`src/rtl/udma_qspi_cs_ctrl.sv`:
```
// QSPI chip-select sequencer: CS setup, transfer handshake to the shifter,
// CS hold, minimum deasserted gap, optional CS keep between transfers, abort.
module udma_qspi_cs_ctrl #(
    parameter int NUM_CS = 4,
    parameter int CNT_W  = 8,
    localparam int CS_W  = (NUM_CS > 1) ? $clog2(NUM_CS) : 1
) (
    input  logic              periph_clk_i,
    input  logic              rst_i,
    input  logic [CNT_W-1:0]  cfg_setup_i,
    input  logic [CNT_W-1:0]  cfg_hold_i,
    input  logic [CNT_W-1:0]  cfg_gap_i,
    input  logic              req_valid_i,
    output logic              req_ready_o,
    input  logic [CS_W-1:0]   req_cs_i,
    input  logic [1:0]        req_mode_i,
    input  logic              req_dir_i,
    input  logic              req_keep_i,
    output logic              xfer_start_o,
    input  logic              xfer_done_i,
    input  logic              abort_i,
    output logic [NUM_CS-1:0] csn_o,
    output logic [3:0]        sd_oe_o,
    output logic              busy_o,
    output logic              eot_o
);

    typedef enum logic [2:0] {IDLE, SETUP, XFER, HOLD, GAP} state_e;

    state_e           state_q, state_d;
    logic [CNT_W-1:0] cnt_q, cnt_d;
    logic [CS_W-1:0]  cs_q, cs_d;
    logic [1:0]       mode_q, mode_d;
    logic             dir_q, dir_d;
    logic             keep_q, keep_d;
    logic             held_q, held_d;
    logic             pend_q, pend_d;
    logic             first_q, first_d;
    logic             eot_q, eot_d;
    logic             cs_active;

    always_ff @(posedge periph_clk_i or posedge rst_i) begin
        if (rst_i) begin
            state_q <= IDLE;
            cnt_q   <= '0;
            cs_q    <= '0;
            mode_q  <= '0;
            dir_q   <= 1'b0;
            keep_q  <= 1'b0;
            held_q  <= 1'b0;
            pend_q  <= 1'b0;
            first_q <= 1'b0;
            eot_q   <= 1'b0;
        end else begin
            state_q <= state_d;
            cnt_q   <= cnt_d;
            cs_q    <= cs_d;
            mode_q  <= mode_d;
            dir_q   <= dir_d;
            keep_q  <= keep_d;
            held_q  <= held_d;
            pend_q  <= pend_d;
            first_q <= first_d;
            eot_q   <= eot_d;
        end
    end

    always_comb begin
        state_d = state_q;
        cnt_d   = cnt_q;
        cs_d    = cs_q;
        mode_d  = mode_q;
        dir_d   = dir_q;
        keep_d  = keep_q;
        held_d  = held_q;
        pend_d  = pend_q;
        first_d = 1'b0;
        eot_d   = 1'b0;
        case (state_q)
            IDLE: begin
                if (req_valid_i) begin
                    cs_d   = req_cs_i;
                    mode_d = req_mode_i;
                    dir_d  = req_dir_i;
                    keep_d = req_keep_i;
                    held_d = 1'b0;
                    if (held_q && (req_cs_i == cs_q)) begin
                        state_d = XFER;
                        first_d = 1'b1;
                    end else if (held_q) begin
                        // Different target: release old CS first, request waits in GAP
                        state_d = GAP;
                        cnt_d   = cfg_gap_i;
                        pend_d  = 1'b1;
                    end else if (cfg_setup_i == '0) begin
                        state_d = XFER;
                        first_d = 1'b1;
                    end else begin
                        state_d = SETUP;
                        cnt_d   = cfg_setup_i;
                    end
                end
            end
            SETUP: begin
                if (cnt_q <= CNT_W'(1)) begin
                    state_d = XFER;
                    first_d = 1'b1;
                end else begin
                    cnt_d = cnt_q - CNT_W'(1);
                end
            end
            XFER: begin
                if (!first_q && xfer_done_i) begin
                    if (keep_q) begin
                        state_d = IDLE;
                        held_d  = 1'b1;
                        eot_d   = 1'b1;
                    end else if (cfg_hold_i == '0) begin
                        state_d = GAP;
                        cnt_d   = cfg_gap_i;
                        eot_d   = 1'b1;
                    end else begin
                        state_d = HOLD;
                        cnt_d   = cfg_hold_i;
                    end
                end
            end
            HOLD: begin
                if (cnt_q <= CNT_W'(1)) begin
                    state_d = GAP;
                    cnt_d   = cfg_gap_i;
                    eot_d   = 1'b1;
                end else begin
                    cnt_d = cnt_q - CNT_W'(1);
                end
            end
            GAP: begin
                if (cnt_q <= CNT_W'(1)) begin
                    pend_d = 1'b0;
                    if (!pend_q) begin
                        state_d = IDLE;
                    end else if (cfg_setup_i == '0) begin
                        state_d = XFER;
                        first_d = 1'b1;
                    end else begin
                        state_d = SETUP;
                        cnt_d   = cfg_setup_i;
                    end
                end else begin
                    cnt_d = cnt_q - CNT_W'(1);
                end
            end
            default: state_d = IDLE;
        endcase
        // Abort overrides everything above, except in IDLE with nothing held
        if (abort_i && ((state_q != IDLE) || held_q)) begin
            state_d = GAP;
            cnt_d   = cfg_gap_i;
            held_d  = 1'b0;
            pend_d  = 1'b0;
            first_d = 1'b0;
            eot_d   = 1'b0;
        end
    end

    assign cs_active = (state_q == SETUP) || (state_q == XFER) || (state_q == HOLD) ||
                       ((state_q == IDLE) && held_q);

    always_comb begin
        csn_o = '1;
        for (int unsigned i = 0; i < NUM_CS; i++) begin
            if (cs_active && (cs_q == CS_W'(i))) csn_o[i] = 1'b0;
        end
    end

    always_comb begin
        sd_oe_o = '0;
        if (state_q == XFER) begin
            case (mode_q)
                2'd0:    sd_oe_o = 4'b0001;
                2'd1:    sd_oe_o = dir_q ? 4'b0011 : 4'b0000;
                default: sd_oe_o = dir_q ? 4'b1111 : 4'b0000;
            endcase
        end
    end

    assign xfer_start_o = (state_q == XFER) && first_q;
    assign req_ready_o  = (state_q == IDLE);
    assign busy_o       = (state_q != IDLE);
    assign eot_o        = eot_q;

endmodule

```
`config.mk`:
```
export PLATFORM = sky130hd
export DESIGN_NAME = udma_qspi_cs_ctrl
export DESIGN_NICKNAME = d
export VERILOG_FILES = /design/src/rtl/udma_qspi_cs_ctrl.sv
export SDC_FILE = /design/constraint.sdc
export NUM_CORES = 1
export LEC_CHECK = 0
export BUFFER_PORTS_ARGS = -buffer_cell sky130_fd_sc_hd__buf_2
export CAP_MARGIN = 20
export CORE_ASPECT_RATIO = 0.75
export CORE_MARGIN = 2
export CORE_UTILIZATION = 55
export DETAILED_ROUTE_END_ITERATION = 12
export GPL_TIMING_DRIVEN = 1
export PLACE_DENSITY = 0.82
export SYNTH_ARGS = -nofsm -noshare
export SYNTH_HDL_FRONTEND = slang
export SYNTH_SLANG_ARGS = --single-unit
```
`constraint.sdc`:
```
create_clock -name periph_clk_i -period 5 [get_ports periph_clk_i]
set_clock_uncertainty 0.05 [all_clocks]
set_input_delay 0.5 -clock periph_clk_i [delete_from_list [all_inputs] [get_ports periph_clk_i]]
set_output_delay 0.5 -clock periph_clk_i [all_outputs]
set_load 0.005 [all_outputs]
```
* Yosys cells after proc, flatten, opt, wreduce, memory -nomap -nowiden
Cells that the tools add are included.
W data, S select, Z words.
** Word-level totals
- Register bits after elaboration :: 21
- Bits in latches :: 0
- Bits in writable memories :: 0
- ROM bits :: 0
- Bits of input ports :: 35
- Output and inout bits :: 12
- Logic and storage cells :: 119
- Memories :: 0
** Operators by class
- Add/subtract/negate cells :: 1
- Multipliers :: 0
- Div/mod/pow operators :: 0
- Order comparisons :: 1
- Equality and inequality tests :: 20
- Shifts and indexed selects :: 0
- Muxes and demuxes :: 59
- Bitwise operators :: 0
- Reductions and logical operators :: 28
** Operator list (number)
- $mux W8 :: 12
- $pmux W8 S5 :: 1
- $mux W3 :: 11
- $mux W1 :: 25
- $ne A3 B3 Y1 const B :: 7
- $logic_not A8 Y1 :: 2
- $pmux W3 S5 :: 1
- $reduce_and A5 Y1 :: 2
- $logic_and A1 B1 Y1 :: 9
- $reduce_bool A3 Y1 :: 3
- $le A8 B1 Y1 const B :: 1
- $mux W4 :: 2
- $pmux W4 S2 :: 1
- $sub A8 B1 Y8 const B :: 1
- $reduce_and A7 Y1 :: 1
- $eq A3 B2 Y1 const B :: 2
- $ne A3 B2 Y1 const B :: 2
- $pmux W1 S2 :: 3
- $reduce_bool A6 Y1 :: 1
- $eq A2 B1 Y1 const B :: 2
- $eq A2 B2 Y1 const B :: 2
- $logic_not A2 Y1 :: 2
- $logic_or A1 B1 Y1 :: 4
- $mux W2 :: 2
- other kinds (10) :: 10

* Logic depth before layout (Yosys ltp)
- Depth in word-level cells :: 7
- Mapped depth :: 9
- Gate-level depth less buffers :: 8

* Worst setup path before layout
Ideal clock, no wire load.
- Path kind :: in2reg
- Start :: input cfg_setup_i[0]
- End :: register state_q[1]
- Setup time :: 95 ps
- Arrival :: 1871 ps
- Data required time :: 4855 ps
- Slack :: 2983 ps
- Cell stages on the path :: 5
- Buffers on the path :: 0
- Path through :: nor4_1 -> nand2_1 -> o21ai_0 -> a211oi_1 -> o31ai_1
** On the way
- Longest elaborated chain between the ends :: 7
- Elaborated cells on any way between the ends :: 9
- Those cells by class :: mux (8); reduce/logical (1)
** RTL lines
- start, declared :: line 10 : input logic [CNT_W-1:0] cfg_setup_i,
- $logic_not A8 Y1 (*) :: line 95, 142
- $mux W2 (*) :: line 95, 142
- $mux W3 :: line 90 : end else if (held_q) begin
- $mux W3 :: line 87 : if (held_q && (req_cs_i == cs_q)) begin
- $mux W3 :: line 81 : if (req_valid_i) begin
- $pmux W3 S5 (*) :: line 79 : case (state_q)
- $mux W3 (*) :: line 156 : if (abort_i && ((state_q != IDLE) || held_q)) begin
- end signal, assigned :: line 55 : state_q <= state_d;
- end, declared :: line 30 : state_e state_q, state_d;
Every way passes the cells marked *; elsewhere a longest branch is shown, timed or not. The select of a mux whose other input is x is not followed.
A chain may end at the register's enable or synchronous reset.

* Worst setup path after layout
- Start :: register state_q[1]
- End :: register state_q[2]
** On the way
- Longest elaborated chain between the ends :: 5
- Elaborated cells on any way between the ends :: 16
- Those cells by class :: eq/ne (9); mux (2); reduce/logical (5)
** RTL lines (line)
- $reduce_bool A3 Y1 :: 156
- $logic_or A1 B1 Y1 :: 156
- $logic_and A1 B1 Y1 :: 156
- $ne A3 B3 Y1 (no source line) or $ne A3 B2 Y1 (tied branches)
- $reduce_and A5 Y1 (no source line)
Parallel ways exist; a longest one is shown, timed or not.

==> metrics.csv <==
metric,value,unit
grt_pass1_vias,1610,
hold_viol,0,
ir_worst_vdd,0.374,mV
ys_types,56,
layout_commonest_cell,buf_2,
root_buffer,clkbuf_8,
globalRouteMet1Util,40.0,%
postCtsSetupRepairBufs,0,
drv_slew,0,
mostFrequentLayoutCells,"47 x buf_2, 25 x nor2_1, 21 x nand2_1, 21 x dfrtp_1, 18 x a21oi_1",
overflow,0,
synth_ff_type,dfrtp_1,
cp.arrival,2.80,ns
grt_busiest_layer,met1,
die_area,0.00393,sq mm
grtUsageTotal,27.4,%
vias_per_cell,6.42,
worst_pin_slew,1.08,ns
syn_nets,272,
met3_usage,6.81,%
grt_pass1_wl,8100,microns
initial_utilization,57.6,%
gp_congestion,0.933,
cp.required,5.12,ns
cp_max_fo,24,
grt_max_degree,25,
timing.final.crit_share,53.6,%
drv_cap,0,
synth_seq_area_share,27.8,%
rows,18,
diodes,0,
drive_above_1_share,27.1,%
syn_avg_cell_area,8.06,sq um
cts_made_buffers,3,
drtPass1Iterations,5,
insertion_delay,0.28,ns
leakagePower,0.917,nW
cts_hold_buf,0,
cts_tree,built,
synth_area,0.00189,sq mm
fp.dieH,54.8,microns
fin_util,65.5,%
htreeDepth,1,
dpl-instance-area,0.00210,sq mm
timing.fmax,0.373,GHz
powerDensity,652,mW/mm^2
final_cells,313,
tns,0,ns
ys_seq_elements,21,
critPathKind,flop to flop,
post-route-drc-count,0,
status,"complete, no violations",
clock_path_buffers,2,
end_kind,flop,
wire_per_inst,16.5,microns
final_area,0.00215,sq mm
nNetsFinal,311,
placedCellCount,308,
area_delta_synth_final,13.8,%
cts_resized,0,
die_w,71.7,microns
route.vias.total,2011,
synth_async_sr_flop_share,100,%
fin_crit,2.68,ns
yosys_warnings,0,
fp.coreArea,0.00329,sq mm
synth-edff-count,0,
clock-sinks,21,
wirelength,5160,microns
rsz0062_at_grt,no,
hp-class,input port to async pin,
slew_headroom,28.0,%
drt_iter0_drc,167,
path_clk_slew,0.09,ns
ios,47,
syn_inst,235,
antenna_found_initial,0,
hold_slack,0.326,ns
hpwl,3900,microns
portBuffers,46,
cp-start-kind,flop,
ant_nets,0,
grtUsageMet2,39.7,%
setup_viol,0,
## cell usage after synthesis (all sizes together) (4+ instances only)
library cell / instances / area share (%)
a31oi: 12 / 4.0
inv: 9 / 1.8
mux2: 7 / 4.2
a21oi: 18 / 4.8
nand2: 21 / 4.2
buf: 7 / 2.4
nand3: 5 / 1.3
and3: 4 / 1.3
nor4: 7 / 3.4
nor2: 25 / 5.0
o31ai: 6 / 2.4
or3: 4 / 1.3
o21ai: 11 / 2.9
nor3: 5 / 2.5
and2: 5 / 1.7
o211ai: 5 / 2.0
nor3b: 4 / 1.9
xnor2: 4 / 1.9
clkbuf: 6 / 1.3
dfrtp: 21 / 28
## through the flow
stage	setup WS, ns	total power [W]
floorplan	2.98	0.00109
global placement	2.44	0.00125
detailed placement	2.37	0.00127
CTS	2.37	0.00139
global route	2.18	0.00151
finish	2.32	0.00140
## where the power goes
group	total (W)	internal (W)	switching, W
Clock	0.000121	0.0000560	0.0000651
Sequential	0.000416	0.000248	0.000168
Combinational	0.000868	0.000398	0.000470
Total	0.00140	0.000702	0.000703
## state kept, by name, indices dropped and copies added (netlist names)
register / flops
pend_q: 1
cs_q: 2
state_q: 3
cnt_q: 8
mode_q: 2
held_q: 1
keep_q: 1
dir_q: 1
eot_o: 1
first_q: 1
## logic make-up after synthesis
| group | count (synthesis) | share of synthesized area [%] |
|---|---|---|
| xor gates and xnor gates | 7 | 3.24 |
| and+or+nand+nor | 97 | 29.1 |
| AOI/OAI and AO/OA | 77 | 27.8 |
| buffers and inverters | 22 | 5.49 |
| muxes | 9 | 5.22 |
| DFF | 21 | 27.8 |
| adders and majority gates | 2 | 1.32 |
## critical path: stages (launching register included)
cell and delay, ns:
dfrtp_1 0.66, or4_1 0.68, nand2_1 0.41, nand2_1 0.14
o21ai_1 0.27, mux2_2 0.37
## metal layers
layer	routed length, microns	up-vias
li1	-	964
met2	2120	93
met4	70	0
met1	2480	945
met5	0	-
met3	496	9
## cell type report
type / count / area (sq um)
sequential: 21 / 526
tap: 40 / 50.0
multi-input combinational: 192 / 1260
fill: 282 / 1130
clock inverter: 1 / 5.00
timing repair buffer: 47 / 235
clock buffer: 3 / 41.3
inverter: 9 / 33.8
## final timing paths
path / cells after the start / from / endpoint / slack [ns]
min reg2reg: 1 / mode_q[0]$_DFFE_PP0P_ / mode_q[0]$_DFFE_PP0P_ / 0.48
max reg2reg: 5 / state_q[1]$_DFFE_PP0P_ / state_q[2]$_DFFE_PP0P_ / 2.32
max in group asynchronous: 2 / rst_i / state_q[1]$_DFFE_PP0P_ / 4.06
max: 5 / state_q[1]$_DFFE_PP0P_ / state_q[2]$_DFFE_PP0P_ / 2.32
min: 2 / rst_i / held_q$_DFFE_PP0P_ / 0.33
min in group periph_clk_i: 2 / req_mode_i[0] / mode_q[0]$_DFFE_PP0P_ / 0.40
Note: power is estimated with default switching activity, not from simulation.
